<file path="config.mk">
export PLATFORM = sky130hd
export DESIGN_NAME = dl_bus_arbiter_flat
export DESIGN_NICKNAME = d
export VERILOG_FILES = /design/src/rtl/dl_bus_arbiter_if.sv /design/src/rtl/dl_bus_arbiter.sv /design/src/flat_wrapper.sv
export SDC_FILE = /design/constraint.sdc
export NUM_CORES = 1
export LEC_CHECK = 0
export ABC_AREA = 1
export CORE_ASPECT_RATIO = 0.7
export CORE_MARGIN = 5
export CORE_UTILIZATION = 43
export DETAILED_ROUTE_END_ITERATION = 7
export HOLD_SLACK_MARGIN = 0.06
export PLACE_DENSITY = 0.76
export SYNTH_ARGS = -nofsm -noshare
export SYNTH_HDL_FRONTEND = slang
export SYNTH_SLANG_ARGS = --single-unit
</file>
<file path="constraint.sdc">
create_clock -name CLK2 -period 1.4 [get_ports CLK2]
set_clock_uncertainty 0.2 [all_clocks]
set_input_delay 0.14 -clock CLK2 [delete_from_list [all_inputs] [get_ports CLK2]]
set_output_delay 0.14 -clock CLK2 [all_outputs]
set_load 0.02 [all_outputs]
</file>
<file path="src/rtl/dl_bus_arbiter_if.sv">
// rtl/dl_bus_arbiter_if.sv - DL databus request/grant signal bundle
interface dl_bus_arbiter_if;
    logic [3:0] REQ;
    logic [3:0] LOCK;
    logic [3:0] GNT;
    logic       DataOut;
    logic [1:0] Owner;
    logic       BusIdle;
    logic       Timeout;

    modport master (
        output REQ, LOCK,
        input  GNT, DataOut, Owner, BusIdle, Timeout
    );

    modport slave (
        input  REQ, LOCK,
        output GNT, DataOut, Owner, BusIdle, Timeout
    );
endinterface

</file>
<file path="src/rtl/dl_bus_arbiter.sv">
// rtl/dl_bus_arbiter.sv - DL databus arbiter with turnaround cycle and ownership watchdog
module dl_bus_arbiter #(
    parameter int TIMEOUT = 15
) (
    input  logic             CLK2,
    input  logic             RESET,
    dl_bus_arbiter_if.slave  bus
);
    localparam int CW = $clog2(TIMEOUT + 1);
    localparam logic [CW-1:0] TMAX = CW'(TIMEOUT);
    localparam logic [CW-1:0] ONE  = CW'(1);

    typedef enum logic [1:0] {
        S_IDLE  = 2'd0,
        S_GRANT = 2'd1,
        S_TURN  = 2'd2
    } state_t;

    state_t        r_state, w_state_nxt;
    logic [1:0]    r_owner, w_owner_nxt;
    logic [1:0]    r_ptr,   w_ptr_nxt;
    logic [CW-1:0] r_cnt,   w_cnt_nxt;
    logic          r_timeout, w_timeout_nxt;
    logic [3:0]    r_gnt,   w_gnt_nxt;

    logic [1:0]    w_c0, w_c1, w_c2;
    logic [1:0]    w_winner;
    logic          w_any;
    logic          w_hold;

    // Round-robin search order over requesters 0..2, starting just after the last winner
    always_comb begin
        w_c0 = 2'd0;
        w_c1 = 2'd1;
        w_c2 = 2'd2;
        case (r_ptr)
            2'd0: begin w_c0 = 2'd1; w_c1 = 2'd2; w_c2 = 2'd0; end
            2'd1: begin w_c0 = 2'd2; w_c1 = 2'd0; w_c2 = 2'd1; end
            default: begin w_c0 = 2'd0; w_c1 = 2'd1; w_c2 = 2'd2; end
        endcase
    end

    // Pick a winner: external latch first, then the round-robin order
    always_comb begin
        w_any    = |bus.REQ;
        w_winner = 2'd0;
        if (bus.REQ[3])
            w_winner = 2'd3;
        else if (bus.REQ[w_c0])
            w_winner = w_c0;
        else if (bus.REQ[w_c1])
            w_winner = w_c1;
        else
            w_winner = w_c2;
        w_hold = bus.REQ[r_owner] & bus.LOCK[r_owner];
    end

    // Next-state logic: arbitrate in IDLE/TURN, hold or release in GRANT
    always_comb begin
        w_state_nxt   = r_state;
        w_owner_nxt   = r_owner;
        w_ptr_nxt     = r_ptr;
        w_cnt_nxt     = r_cnt;
        w_timeout_nxt = 1'b0;
        case (r_state)
            S_IDLE, S_TURN: begin
                if (w_any) begin
                    w_state_nxt = S_GRANT;
                    w_owner_nxt = w_winner;
                    w_cnt_nxt   = ONE;
                    if (w_winner != 2'd3)
                        w_ptr_nxt = w_winner;
                end else begin
                    w_state_nxt = S_IDLE;
                end
            end
            S_GRANT: begin
                if (w_hold && (r_cnt < TMAX)) begin
                    w_cnt_nxt = r_cnt + ONE;
                end else begin
                    // A locked owner reaching the limit is cut off and flagged
                    w_state_nxt   = S_TURN;
                    w_timeout_nxt = w_hold;
                end
            end
            default: w_state_nxt = S_IDLE;
        endcase
        w_gnt_nxt = (w_state_nxt == S_GRANT) ? (4'b0001 << w_owner_nxt) : 4'b0000;
    end

    // State register; reset drops any grant immediately without a TURN cycle
    always_ff @(posedge CLK2) begin
        if (RESET) begin
            r_state   <= S_IDLE;
            r_owner   <= 2'd0;
            r_ptr     <= 2'd2;
            r_cnt     <= '0;
            r_timeout <= 1'b0;
            r_gnt     <= 4'b0000;
        end else begin
            r_state   <= w_state_nxt;
            r_owner   <= w_owner_nxt;
            r_ptr     <= w_ptr_nxt;
            r_cnt     <= w_cnt_nxt;
            r_timeout <= w_timeout_nxt;
            r_gnt     <= w_gnt_nxt;
        end
    end

    assign bus.GNT     = r_gnt;
    assign bus.DataOut = r_gnt[0];
    assign bus.BusIdle = ~|r_gnt;
    assign bus.Owner   = r_owner;
    assign bus.Timeout = r_timeout;
endmodule

</file>
<file path="src/flat_wrapper.sv">
// flat-port wrapper written by rule: the top's interface ports become plain ports
module dl_bus_arbiter_flat 
#(
    parameter int TIMEOUT = 15
)
  (CLK2, RESET, bus_REQ, bus_LOCK, bus_GNT, bus_DataOut, bus_Owner, bus_BusIdle, bus_Timeout);
  dl_bus_arbiter_if bus_i ();
  input  logic CLK2;
  input  logic RESET;
  input wire logic [$bits(bus_i.REQ)-1:0] bus_REQ;
  input wire logic [$bits(bus_i.LOCK)-1:0] bus_LOCK;
  output wire logic [$bits(bus_i.GNT)-1:0] bus_GNT;
  output wire logic [$bits(bus_i.DataOut)-1:0] bus_DataOut;
  output wire logic [$bits(bus_i.Owner)-1:0] bus_Owner;
  output wire logic [$bits(bus_i.BusIdle)-1:0] bus_BusIdle;
  output wire logic [$bits(bus_i.Timeout)-1:0] bus_Timeout;
  assign bus_i.REQ = bus_REQ;
  assign bus_i.LOCK = bus_LOCK;
  assign bus_GNT = bus_i.GNT;
  assign bus_DataOut = bus_i.DataOut;
  assign bus_Owner = bus_i.Owner;
  assign bus_BusIdle = bus_i.BusIdle;
  assign bus_Timeout = bus_i.Timeout;
  dl_bus_arbiter #(.TIMEOUT(TIMEOUT)) u_core (.CLK2(CLK2), .RESET(RESET), .bus(bus_i));
endmodule
</file>
# Word-level counts from Yosys, hierarchy flattened

Cells that the tools add are included.

Register bits: 15
Input port bits: 10
Output and inout port bits: 9
Word-level logic and storage cells: 56

$add $sub $neg: 1
Order comparisons: 4
Equality and inequality tests: 7
Shifts and indexed selects: 1
Multiplexer cells: 22
Bitwise operators: 3
Reductions and logical operators: 12

Operator list:

| kind                                                                   | number |
|---|---|
| 2-bit case mux with 2 select lines                                     | 4 |
| 2-bit 2-to-1 mux                                                       | 6 |
| 2-bit by 3-bit < comparator with 1-bit output (second input constant)  | 3 |
| 1-bit binary-select mux with 2-bit select                              | 4 |
| 4-bit 2-to-1 mux                                                       | 2 |
| 4-bit case mux with 2 select lines                                     | 1 |
| 4-bit OR reduction                                                     | 2 |
| 2-bit by 1-bit equality test with 1-bit output (second input constant) | 3 |
| 3-bit AND reduction                                                    | 2 |
| 1-bit 2-to-1 mux                                                       | 5 |
| 4-bit by 1-bit adder with 4-bit output (second input constant)         | 1 |
| 2-bit zero test                                                        | 2 |
| 4-bit < comparator (second input constant)                             | 1 |
| 2-bit by 1-bit != test with 1-bit output (second input constant)       | 2 |
| 2-bit OR reduction                                                     | 2 |
| 1-bit by 2-bit << shifter with 4-bit output (first input constant)     | 1 |
| 3-bit OR reduction                                                     | 1 |
| 2-bit equality test (second input constant)                            | 1 |
| 2-bit != test (second input constant)                                  | 1 |
| 1-bit inverter                                                         | 2 |
| 2-bit nonzero test                                                     | 1 |
| 1-bit bitwise AND                                                      | 1 |
| 1-bit logical AND                                                      | 1 |
| 1-bit zero test                                                        | 1 |

# Logic depth before layout (Yosys ltp)

Gate-level depths: netlist of the first run.

Depth after elaboration: 10
Gate-level depth with buffers: 9
Depth with buffers taken out: 9

# Worst setup path after synthesis of the first run

Ideal clock, no wire load.

Kind: reg2reg
Start: reg u_core.r_owner[0] (netlist: u_core.bus.Owner[0])
End: reg u_core.r_cnt[0]
Library setup time: 0.113 ns
Arrival: 1.134 ns
Required time: 1.087 ns
Slack: -0.047 ns
Cell stages (with the launch flop): 10
Path buffers: 0
Period minus slack after synthesis: 1.447 ns
Cell sequence: dfxtp_1 -> inv_1 -> nand2_1 -> nand3_1 -> nand2_2 -> nand3_4 -> nand2_4 -> nand2_1 -> nand2_1 -> nor2_1

Longest elaborated chain between the ends: 6
Elaborated cells between the ends (all ways): 8
Those cells by class: eq/ne (1); mux (4); bitwise (1); reduce/logical (2)

Ends and longest elaborated chain:

| what                                                 | RTL line              | RTL |
|---|---|---|
| start: declaration                                   | dl_bus_arbiter.sv:20  | `logic [1:0] r_owner, w_owner_nxt;` |
| start signal: assignment                             | dl_bus_arbiter.sv:102 | `r_owner <= w_owner_nxt;` |
| 1-bit binary-select mux with 2-bit select            | dl_bus_arbiter.sv:55  | `w_hold = bus.REQ[r_owner] & bus.LOCK[r_owner];` |
| 1-bit 2-to-1 mux (not written as such)               | dl_bus_arbiter.sv:55  |  |
| 1-bit bitwise AND *                                  | dl_bus_arbiter.sv:55  |  |
| 1-bit logical AND *                                  | dl_bus_arbiter.sv:78  | `if (w_hold && (r_cnt < TMAX)) begin` |
| 2-bit by 1-bit != test with 1-bit output (no line) * | n/a                   |  |
| 3-bit AND reduction (no line) *                      | n/a                   |  |
| end signal: assignment                               | dl_bus_arbiter.sv:104 | `r_cnt <= w_cnt_nxt;` |
| end: declaration                                     | dl_bus_arbiter.sv:22  | `logic [CW-1:0] r_cnt, w_cnt_nxt;` |

Mark *: on every way between the ends. The rest lies on a longest branch, timed or not. The select of a mux whose other input is x is not followed.
A chain may end at the register's enable or synchronous reset.

# Worst setup path in the final report of the first run

Start: reg u_core.r_ptr[1]
End: reg u_core.r_owner[1] (netlist: u_core.bus.Owner[1])

Longest elaborated chain between the ends: 9
Elaborated cells between the ends (all ways): 14
Those cells by class: eq/ne (1); mux (12); reduce/logical (1)

Ends and longest elaborated chain:

| what                                                                                     | RTL line              | RTL |
|---|---|---|
| start: declaration                                                                       | dl_bus_arbiter.sv:21  | `logic [1:0] r_ptr, w_ptr_nxt;` |
| start signal: assignment                                                                 | dl_bus_arbiter.sv:103 | `r_ptr <= w_ptr_nxt;` |
| 2-bit by 1-bit equality test with 1-bit output / 2-bit zero test (equally long branches) | dl_bus_arbiter.sv:36  | `case (r_ptr)` |
| 2-bit case mux with 2 select lines                                                       | dl_bus_arbiter.sv:36  |  |
| 1-bit binary-select mux with 2-bit select                                                | dl_bus_arbiter.sv:51  | `else if (bus.REQ[w_c1])` |
| 1-bit 2-to-1 mux (not written as such)                                                   | dl_bus_arbiter.sv:51  |  |
| 2-bit 2-to-1 mux                                                                         | dl_bus_arbiter.sv:51  |  |
| 2-bit 2-to-1 mux *                                                                       | dl_bus_arbiter.sv:49  | `else if (bus.REQ[w_c0])` |
| 2-bit 2-to-1 mux *                                                                       | dl_bus_arbiter.sv:47  | `if (bus.REQ[3])` |
| 2-bit 2-to-1 mux *                                                                       | dl_bus_arbiter.sv:67  | `if (w_any) begin` |
| 2-bit 2-to-1 mux *                                                                       | dl_bus_arbiter.sv:65  | `case (r_state)` |

Marks and branches as above.

==> results of run 1 <==
[stage by stage]
stage / setup WS, ps / setup TNS [ps] / cells / util, % / total power, W
3_3_place_gp: -279 / -3420 / 164 / 59.9 / 0.000886
6_report: -31.9 / -108 / 173 / 69.8 / 0.00123
5_1_grt: -124 / -686 / 173 / 69.8 / 0.00130
4_1_cts: -32.8 / -32.8 / 168 / 61.5 / 0.00114
2_1_floorplan: 56.7 / 0 / 116 / - / 0.000740
3_5_place_dp: -315 / -3990 / 164 / 59.9 / 0.000896
[cells by family (layout without fill, tap and decap cells)]
logic type | after synthesis | count (layout) | share of synthesized area (%)
flip-flops | 15 | 15 | 35.5
adder cells (fa/ha/maj) | 1 | 1 | 1.48
AO/OA/AOI/OAI | 11 | 11 | 7.40
AND/OR/NAND/NOR | 72 | 72 | 47.6
buffers and inverters | 17 | 52 | 7.99
[sequential cells by signal, indices dropped and copies added (netlist names)]
name,count
u_core.bus.Timeout,1
u_core.r_state,2
u_core.bus.GNT,4
u_core.bus.Owner,2
u_core.r_cnt,4
u_core.r_ptr,2
[layer usage]
layer	global-route usage [%]	routed length [µm]
met1	17.6	1000
met2	25.2	1100
met3	4.78	149
met4	5.08	27
met5	0	0
[synthesized netlist by cell type (all sizes together)]
cell    instances
a21oi           6
dfxtp          15
or2             1
nor3            2
nand2          40
nand3b          1
nor2           14
o21bai          1
nor4            1
inv            16
nand3          13
buf             1
a21boi          2
ha              1
o21ai           2
[worst max-delay path by stage]
stage	startpoint	endpoint	slack, ps	cells past startpoint
after global routing	u_core.r_ptr[1]$_SDFFE_PP1P_	u_core.bus.GNT[1]$_SDFF_PP0_	-120	9
after detailed placement	bus_REQ[1]	u_core.r_cnt[3]$_SDFFE_PP0P_	-310	9
after floorplan	u_core.bus.Owner[0]$_SDFF_PP0_	u_core.r_cnt[0]$_SDFFE_PP0P_	60	9
after global placement	bus_REQ[1]	u_core.bus.GNT[0]$_SDFF_PP0_	-280	8
after CTS	u_core.bus.GNT[1]$_SDFF_PP0_	bus_BusIdle	-30	2
final	u_core.r_ptr[1]$_SDFFE_PP1P_	u_core.bus.Owner[1]$_SDFF_PP0_	-30	9
[timing repair]
action	in CTS	in global routing
pin swaps	0	17
setup endpoints to repair	16	15
setup buffers	0	5
resized for setup	23	40
[power by group through the flow]
stage / Combinational [W] / Sequential [W] / Clock, W
finish: 0.000472 / 0.000502 / 0.000258
global route: 0.000513 / 0.000508 / 0.000283
CTS: 0.000385 / 0.000492 / 0.000264
detailed placement: 0.000396 / 0.000501 / 0
global placement: 0.000386 / 0.000500 / 0
floorplan: 0.000222 / 0.000519 / 0
[worst max-delay path: stages, from the launching register on]
cell	delay, ps
dfxtp_4	370
buf_6	120
nand2_2	50
nand2_2	60
nor2_4	120
nand2_2	80
nand3_4	100
nand2_4	90
buf_6	120
nor2_1	70
[area by class of cell]
cell class	instances	share of cell area (%)
clock buffer	3	1.72
sequential	15	24.3
multi-input combinational	84	44.6
tap	22	2.11
timing repair buffer	32	21.6
inverter	16	5.17
clock inverter	1	0.383
==> flow_summary.ini, run 1 <==
[worst_setup_path]
r2r_start = u_core.r_ptr[1]$_SDFFE_PP1P_
reg2reg_slack_ps = -30
cp-end-kind = flop
cp_data_arrival_time_ps = 1470
startpoint_type = flop
crit_type = reg2reg
ff2ff_path_depth = 9
path_max_fanout = 4
required_ps = 1440
timing.rr.end = u_core.bus.Owner[1]$_SDFF_PP0_

[placement]
placed_area_um2 = 1120
dp_hpwl_mm = 1.60
numPortBuffers = 18
gp_congestion = 0.806

[sta]
worst_pin_slew_ps = 228
period_share_pct = 102
hold_slack_ps = 263
slew_headroom_pct = 84.6
fmax_mhz = 698
maxSlewViolCount = 0
rsz0062_at_grt = true
hold_viol = 0
setup_ws_ps = -31.9
setup_viol = 5
period_minus_slack_ps = 1430

[power]
cellInternalPower_w = 0.000781
power_density_nw_per_um2 = 943
peakVddDrop_v = 0.000498
power_frac_seq_pct = 40.7
p_comb_share_pct = 38.3
net-switching-power_w = 0.000451
swShare_pct = 36.6
pwr-share-clk_pct = 20.9
p_leak_nw = 0.605

[routing]
post_drt_wl_per_cell_um = 13.1
drt_wl_total_mm = 2.27
dr.pass1.iters = 4
ant_nets = 0
routed_via_density = 4.99
num_vias = 863
drt_iter0_markers = 21
drc = 0

[yosys]
synth.top_cell.area_share_pct = 35.5
yosysTopAreaCell = dfxtp_1
syn_area_per_cell_um2 = 7.29
yosys_warnings = 0
synth_area_leaders = dfxtp_1 36%, nand2_1 12%, nand2_2 6.7%
synth_cell_types = 23
syn-cell-area_um2 = 846
synth_cells = 116
synth_seq_cells = 15
syn_nets = 127
seq_area_frac_synth_pct = 35.5

[clocking]
numCtsBuffers = 3
cts_sinks = 15
htree_num_levels = 1
cts_tree = yes
clock_path_buffers = 2
clk_latency_ps = 290
cts_root_buf = clkbuf_4
clk_pin_slew_ps = 90
ctsHoldBuffers = 0

[floorplan]
initial_utilization_pct = 45.2
ios = 19
rows = 13
core_um2 = 1870
fp.dieW_um = 63.0
die_area_um2 = 2970
die_h_um = 47.1

[grt]
grt_pass1_vias = 769
grt_pass1_wl_mm = 3.31
grt_max_degree = 10
grt_antenna_before_repair = 0
track_usage_pct = 14.6
grt-ovfl-total = 0

[finish]
drive_gt1_share_pct = 48.3
nFillCells = 136
antenna_cells = 0
multiInputGateArea_um2 = 583
final_cell_mix = 22 x nand2_1, 13 x buf_4, 12 x nand2_2
areaGrowthSynthToFinish_pct = 54.4
layout.nets = 163
fin_area_um2 = 1310
final_common_cell = nand2_1
seqCellArea_um2 = 318

[hold_path]
holdPathEnd = u_core.r_ptr[0]$_SDFFE_PP0P_
min_delay_path_depth = 6
hold_class = in2reg
hp-start = bus_REQ[2]

[run]
drv_cap = 0

[status]
outcome = finished, violations left
violations = setup timing
(Power assumes the default switching activity.)
==> run 2, diff against run 1 <==
--- a/config.mk
+++ b/config.mk
@@ -12,6 +12,7 @@
 export DETAILED_ROUTE_END_ITERATION = 7
 export HOLD_SLACK_MARGIN = 0.06
 export PLACE_DENSITY = 0.76
+export SLEW_MARGIN = 10
 export SYNTH_ARGS = -nofsm -noshare
 export SYNTH_HDL_FRONTEND = slang
 export SYNTH_SLANG_ARGS = --single-unit
==> results of run 2 <==
Final layout, timing and power as in run 1 (identical DEF).
